--- config.mk ---
export PLATFORM = sky130hd
export DESIGN_NAME = rs_issue
export DESIGN_NICKNAME = d
export VERILOG_FILES = /design/src/rtl/rs_issue.sv
export SDC_FILE = /design/constraint.sdc
export NUM_CORES = 1
export LEC_CHECK = 0
export ABC_CLOCK_PERIOD_IN_PS = 10700
export CAP_MARGIN = 15
export CORE_AREA = 3 3 247 249
export CTS_BUF_LIST = sky130_fd_sc_hd__clkbuf_16
export DETAILED_ROUTE_END_ITERATION = 8
export DIE_AREA = 0 0 250 252
export GPL_ROUTABILITY_DRIVEN = 0
export PLACE_DENSITY = 0.49
export SLEW_MARGIN = 20
export SYNTH_ARGS = -nofsm -noshare
export SYNTH_HDL_FRONTEND = slang
export SYNTH_SLANG_ARGS = --single-unit
--- constraint.sdc ---
create_clock -name i_clk -period 10.7 [get_ports i_clk]
set_input_delay 1.605 -clock i_clk [delete_from_list [all_inputs] [get_ports i_clk]]
set_output_delay 1.605 -clock i_clk [all_outputs]
set_load 0.01 [all_outputs]
--- src/rtl/rs_issue.sv ---
// rs_issue: consumer side of the reservation station.
// Captures full+ready slots into per-unit issue registers and hands them off.
module rs_issue #(
  parameter int BWIDTH = 57,
  parameter int SLOTS  = 5,
  parameter int CWIDTH = 32
) (
  input  logic                    i_clk,
  input  logic                    i_rst,
  input  logic [SLOTS*BWIDTH-1:0] i_slot_bundle,
  input  logic [SLOTS-1:0]        i_slot_full,
  input  logic [SLOTS-1:0]        i_slot_rdy,
  output logic [SLOTS-1:0]        o_slot_clear,
  input  logic                    i_stall,
  input  logic                    i_flush,
  output logic [SLOTS-1:0]        o_fu_valid,
  output logic [SLOTS*BWIDTH-1:0] o_fu_bundle,
  input  logic [SLOTS-1:0]        i_fu_ready,
  output logic [CWIDTH-1:0]       o_issue_count
);

  typedef enum logic {
    IDLE = 1'b0,
    HOLD = 1'b1
  } state_t;

  logic [SLOTS-1:0]  accept;
  logic [SLOTS-1:0]  free;
  logic [SLOTS-1:0]  load;
  logic [CWIDTH-1:0] inc;
  logic [CWIDTH-1:0] count;

  // A slot may capture when its register is empty or drains this cycle.
  always_comb begin
    accept = o_fu_valid & i_fu_ready;
    free   = ~o_fu_valid | accept;
    load   = i_slot_full & i_slot_rdy & free;
    if (i_stall || i_flush || i_rst) begin
      load = '0;
    end
  end

  assign o_slot_clear = load;

  for (genvar k = 0; k < SLOTS; k++) begin : g_slot
    state_t            state;
    logic [BWIDTH-1:0] bund;

    always_ff @(posedge i_clk or posedge i_rst) begin
      if (i_rst) begin
        state <= IDLE;
        bund  <= '0;
      end else begin
        if (load[k]) begin
          bund <= i_slot_bundle[k*BWIDTH +: BWIDTH];
        end
        if (i_flush) begin
          state <= IDLE;
        end else begin
          unique case (state)
            IDLE: if (load[k]) state <= HOLD;
            HOLD: if (accept[k] && !load[k]) state <= IDLE;
            default: state <= IDLE;
          endcase
        end
      end
    end

    assign o_fu_valid[k]                    = (state == HOLD);
    assign o_fu_bundle[k*BWIDTH +: BWIDTH] = bund;
  end

  // Handshakes still count under flush: the unit took the bundle.
  always_comb begin
    inc = '0;
    for (int k = 0; k < SLOTS; k++) begin
      inc = inc + CWIDTH'(accept[k]);
    end
  end

  always_ff @(posedge i_clk or posedge i_rst) begin
    if (i_rst) begin
      count <= '0;
    end else begin
      count <= count + inc;
    end
  end

  assign o_issue_count = count;

endmodule

# After elaboration in Yosys (flattened, before gate mapping)

Index checks and enable logic that the tools add are counted.
W data, S select, Z words.

Flip-flop bits (word level): 322
Logic and storage cells: 59

$add $sub $neg: 5
Multiplexer cells: 21
Bitwise logic cells: 10
Reduce and logical (&&, ||, !) cells: 12

Operators with widths:

| kind                | number |
|---|---|
| $add A32 B5 Y32     | 1 |
| $and A5 B5 Y5       | 3 |
| $mux W1             | 15 |
| $pmux W1 S2         | 5 |
| $add A4 B1 Y5       | 1 |
| $logic_and A1 B1 Y1 | 5 |
| $logic_not A1 Y1    | 5 |
| $mux W5             | 1 |
| $not A1 Y1          | 5 |
| $not A5 Y5          | 1 |
| $or A5 B5 Y5        | 1 |
| $add A3 B1 Y4       | 1 |
| $add A2 B1 Y3       | 1 |
| $add A1 B1 Y2       | 1 |
| $logic_or A1 B1 Y1  | 2 |

# Depth between registers and ports, before layout

Depth in word-level cells: 9
Gate-level depth with buffers: 9
Mapped depth without buffers: 9

# Worst setup path before layout

No wires, ideal clock.

Path kind: in2reg
Start: input i_fu_ready[0]
End: register count[24] (netlist: o_issue_count[24])
Setup time: 0.080 ns
Data arrival time: 3.927 ns
Data required time: 10.620 ns
Path slack: 6.693 ns
Cell stages on the path: 9
Buffers on the path: 0
Path through: and2_1 > fa_1 > fa_1 > ha_1 > fa_1 > a21oi_1 > nor2_1 > nand4_1 > xnor2_1

Word-level cells in the longest chain between the ends: 6

Ends and longest elaborated chain:

| what                   | line | source |
|---|---|---|
| start: declaration     | 18   | `input logic [SLOTS-1:0] i_fu_ready,` |
| $and A5 B5 Y5          | 35   | `accept = o_fu_valid & i_fu_ready;` |
| $add A1 B1 Y2          | 77   | `inc = inc + CWIDTH'(accept[k]);` |
| $add A2 B1 Y3          | 77   |  |
| $add A3 B1 Y4          | 77   |  |
| $add A4 B1 Y5          | 77   |  |
| $add A32 B5 Y32        | 85   | `count <= count + inc;` |
| end signal: assignment | 85   |  |
| end: declaration       | 31   | `logic [CWIDTH-1:0] count;` |

Every way passes these cells.
A chain may end at the register's enable or synchronous reset.

# Worst setup path after layout

Start: input i_flush
End: output o_slot_clear[4]

Word-level cells in the longest chain between the ends: 3

Ends and longest elaborated chain:

| what                             | line | source |
|---|---|---|
| start: declaration               | 15   | `input logic i_flush,` |
| $logic_or A1 B1 Y1 (2 in series) | 38   | `if (i_stall \|\| i_flush \|\| i_rst) begin` |
| $mux W5                          | 38   |  |
| end: declaration                 | 13   | `output logic [SLOTS-1:0] o_slot_clear,` |

Every way passes these cells.

==> tab_implementation.tex <==
\begin{tabular}{lr}
\hline
Metric & Value \\
\hline
\multicolumn{2}{l}{\textbf{Critical path}} \\
Worst setup startpoint & i\_flush \\
Critical path's most frequent cell & sky130\_fd\_sc\_hd\_\_clkdlybuf4s50\_1 \\
Reg2reg setup slack & about 7.5 ns \\
Critical Setup Path Class & in -> out \\
Maximum net fanout on the critical path & between 50 and 60 \\
R2r startpoint & g\_slot[2].state\$\_DFF\_PP0\_ \\
Kind of capture point of the worst setup path & output pin \\
Critical Path AT & 4.27 ns \\
Startpoint Class & input pin \\
Count of buffer and inverter cells on the critical path & 3 \\
Crit path to & o\_slot\_clear[4] \\
Cells along the critical path & clkdlybuf4s50\_1 -> nor3\_2 -> and4\_2 -> buf\_4 -> clkdlybuf4s50\_1 \\
Endpoint of the lowest-slack register-to-register path & o\_issue\_count[28]\$\_DFF\_PP0\_ \\
Req. time, crit path & 9.10 ns \\
Levels on crit path & 5 \\
Critical-path top delay cell & sky130\_fd\_sc\_hd\_\_clkdlybuf4s50\_1 \\
Largest stage delay on the critical path & 0.69 ns \\
Worst R2R Path Depth & 9 \\
Dominant delay contributor by cell family on the critical path & buffers and inverters \\
\multicolumn{2}{l}{\textbf{Final layout}} \\
Area of all placed cells without fillers & 20800 µm² \\
Area used by multi-input combinational logic & about 4200 µm² \\
Fraction of the core area covered by cells at the end of the flow & between 30\% and 40\% \\
Filler Cell Count & roughly 5700 \\
Share of final-layout standard cells stronger than drive strength 1 & 24.4\% \\
Layout Area Growth over Synthesis & 62.9\% \\
Nets & about 1700 \\
Final Instance Count excl. Fillers & roughly 2200 \\
Seq. cell area & around 8100 µm² \\
\multicolumn{2}{l}{\textbf{Synth}} \\
Number of flip-flops and latches in the synthesized netlist & $\sim$320 \\
Number of flops mapped to enable cells by yosys & 0 \\
Post-Syn Instances & between 700 and 800 \\
Most numerous cell types in the synthesized netlist & 322 x sky130\_fd\_sc\_hd\_\_dfrtp\_1, 235 x sky130\_fd\_sc\_hd\_\_mux2\_2, 50 x sky130\_fd\_sc\_hd\_\_mux2\_4 \\
Area share of the largest cell type after synthesis & 63.1\% \\
Top cell type by total area after synthesis & sky130\_fd\_sc\_hd\_\_dfrtp\_1 \\
Largest cells by area after synthesis & sky130\_fd\_sc\_hd\_\_dfrtp\_1 63\%, sky130\_fd\_sc\_hd\_\_mux2\_2 21\%, sky130\_fd\_sc\_hd\_\_mux2\_4 5.9\% \\
Post-Syn Area & around 13000 µm² \\
Dominant cell by count in the synthesized netlist & sky130\_fd\_sc\_hd\_\_dfrtp\_1 \\
Post-synthesis async set-or-reset flop share & between 90\% and 100\% \\
Mapped Nets & between 1000 and 1500 \\
Number of synthesis warnings & 0 \\
Prevailing post-synth register cell & sky130\_fd\_sc\_hd\_\_dfrtp\_1 \\
Cell variety after synth & 25 \\
Avg Cell Area, Syn & 16.6 µm² \\
Part of the Yosys area used for sequential elements & a little over three fifths \\
\multicolumn{2}{l}{\textbf{Routing}} \\
Detailed-route wire length on metal 1 & between 15000 and 20000 µm \\
Vias & $\sim$8800 \\
DRC violation total after the first TritonRoute iteration & 328 \\
Final wirelength & between 40000 and 50000 µm \\
Post-detailed-route count of antenna-violating nets & 0 \\
Routed wire per std cell & around 20 µm \\
Total met3 wirelength after detailed routing & 2940 µm \\
Top routing layer in use & met4 \\
DRC & 0 \\
Post-DR vias/cell & roughly 4.0 \\
Routed wl met2 & approximately 23000 µm \\
Length of the first detailed-routing pass in iterations & 4 \\
\multicolumn{2}{l}{\textbf{Pwr}} \\
Peak ir drop on the vdd network & $\sim$0.12 mV \\
Leakage Power & around 8.6 nW \\
Final total power & 3.95 mW \\
Pwr Density & 190 nW/µm² \\
\multicolumn{2}{l}{\textbf{Clock tree}} \\
Latest clock arrival within the worst-skew pair & 0.53 ns \\
Resized cells post-CTS & 0 \\
Number of buffers added by the clock tree synthesis step & 40 \\
Hold-fix buffers at CTS & 0 \\
Bufs on Longest Clock Path & 3 \\
CTS sink cnt & 322 \\
Clock tree root buffer cell & sky130\_fd\_sc\_hd\_\_clkbuf\_16 \\
H-tree levels & 2 \\
Clock tree from TritonCTS & built \\
Number of buffers added for setup after CTS & 0 \\
Clock transition time at the flip-flop clock pins of the worst setup and hold paths & 0.05 ns \\
\multicolumn{2}{l}{\textbf{Placement}} \\
Worst Setup Slack post-DPL & 4.75 ns \\
Placed insts & 2140 \\
IO Port Bufs & 630 \\
Post-DP HPWL & 33700 µm \\
Placed inst area & between 15000 and 20000 µm² \\
\multicolumn{2}{l}{\textbf{Timing}} \\
Fin. max-slew vios & 0 \\
Fmax achieved & about 170 MHz \\
Final Critical Period & roughly 6 ns \\
Number of endpoints failing setup at the final stage & 0 \\
Minimum setup slack in the final design & about 4.8 ns \\
Slew at the pin with the worst max-slew slack & 1.10 ns \\
Setup repair after global routing missed its margin & false \\
Post-route fraction of the period consumed by the critical path & 54.9\% \\
Clk\_skew & between 0.005 and 0.006 ns \\
Hold Vio Cnt, Final & 0 \\
Final setup TNS & 0 ns \\
Hold slack final & between 0.4 and 0.5 ns \\
Max transition margin & approximately a quarter \\
\multicolumn{2}{l}{\textbf{Worst hold path}} \\
Hold WC Path Type & reg -> reg \\
\multicolumn{2}{l}{\textbf{Global route}} \\
Via count of the first global-routing pass & between 9000 and 10000 \\
Pin count of the biggest net entering global routing & between 150 and 200 \\
Aggregate global-route resource usage & between 10\% and 20\% \\
Global-route wire length before repair & 64900 µm \\
Initial antenna violation count & 2 \\
Total grt overflow & 0 \\
\multicolumn{2}{l}{\textbf{Flow run}} \\
Max-capacitance violation count & 0 \\
\multicolumn{2}{l}{\textbf{Floorplanning}} \\
Placeable core region & 58900 µm² \\
Y dimension of the die & between 200 and 300 µm \\
Ports placed on the boundary & roughly 630 \\
Rows & 89 \\
Starting density of the core & a little over a fifth \\
Total die area & around 63000 µm² \\
DIE WIDTH & $\sim$250 µm \\
\multicolumn{2}{l}{\textbf{Run status}} \\
Run status & finished clean \\
\hline
\end{tabular}
## logic make-up (layout without fill, tap and decap cells)
group                      after synthesis  after routing  share of synthesized area [%]
other                                    0              1                              0
xor gates and xnor gates                30             30                           2.06
muxes                                  285            285                           26.6
AOI/OAI and AO/OA                        9              9                          0.411
and+or+nand+nor                         67             67                           3.14
adders and majority gates                7              7                          0.862
buffers and inverters                   51            712                           3.83
DFF                                    322            322                           63.1
## layer usage
metal | vias to the layer above | global-route usage (%)
met4 | 0 | 4.02
li1 | 3984 | -
met3 | 68 | 3.96
met2 | 302 | 24.4
met5 | - | 0
met1 | 4436 | 15.7
## area by class of cell
type | count | area share, %
Inverter | 10 | 0.217
Timing Repair Buffer | 637 | 30.6
Tap cell | 773 | 4.65
Sequential cell | 322 | 38.7
Clock buffer | 41 | 4.93
Multi-Input combinational cell | 398 | 20.3
Antenna cell | 1 | 0.0120
Clock inverter | 24 | 0.487
## power by group
group          switching, mW  internal (mW)
Combinational          0.412          0.736
Sequential             0.136           1.48
Clock                  0.506          0.684
Total                   1.05           2.90
## layout by cell type (no fill, tap or decap), drive strengths merged, types with 7 or more instances in the layout
cell,count
clkdlybuf4s50,630
a21oi,8
nand2,8
dfrtp,322
clkinv,10
mux2,285
xnor2,25
clkbuf,41
inv,22
buf,7
nand3,11
nand4,14
## worst min-delay path by stage
stage	start	to	slack, ns	cells after the start
final	o_issue_count[31]$_DFF_PP0_	o_issue_count[31]$_DFF_PP0_	0.48	1
after global routing	o_issue_count[31]$_DFF_PP0_	o_issue_count[31]$_DFF_PP0_	0.49	1
after CTS	o_issue_count[31]$_DFF_PP0_	o_issue_count[31]$_DFF_PP0_	0.48	1
after detailed placement	o_issue_count[31]$_DFF_PP0_	o_issue_count[31]$_DFF_PP0_	0.46	1
after global placement	o_issue_count[31]$_DFF_PP0_	o_issue_count[31]$_DFF_PP0_	0.47	1
after floorplan	o_issue_count[31]$_DFF_PP0_	o_issue_count[31]$_DFF_PP0_	0.51	1
## registers in the layout, summed over array words and instances (netlist names)
name / cells
g_slot.bund: 285
g_slot.state: 5
o_issue_count: 32
Power figures use the tool's default switching activity.
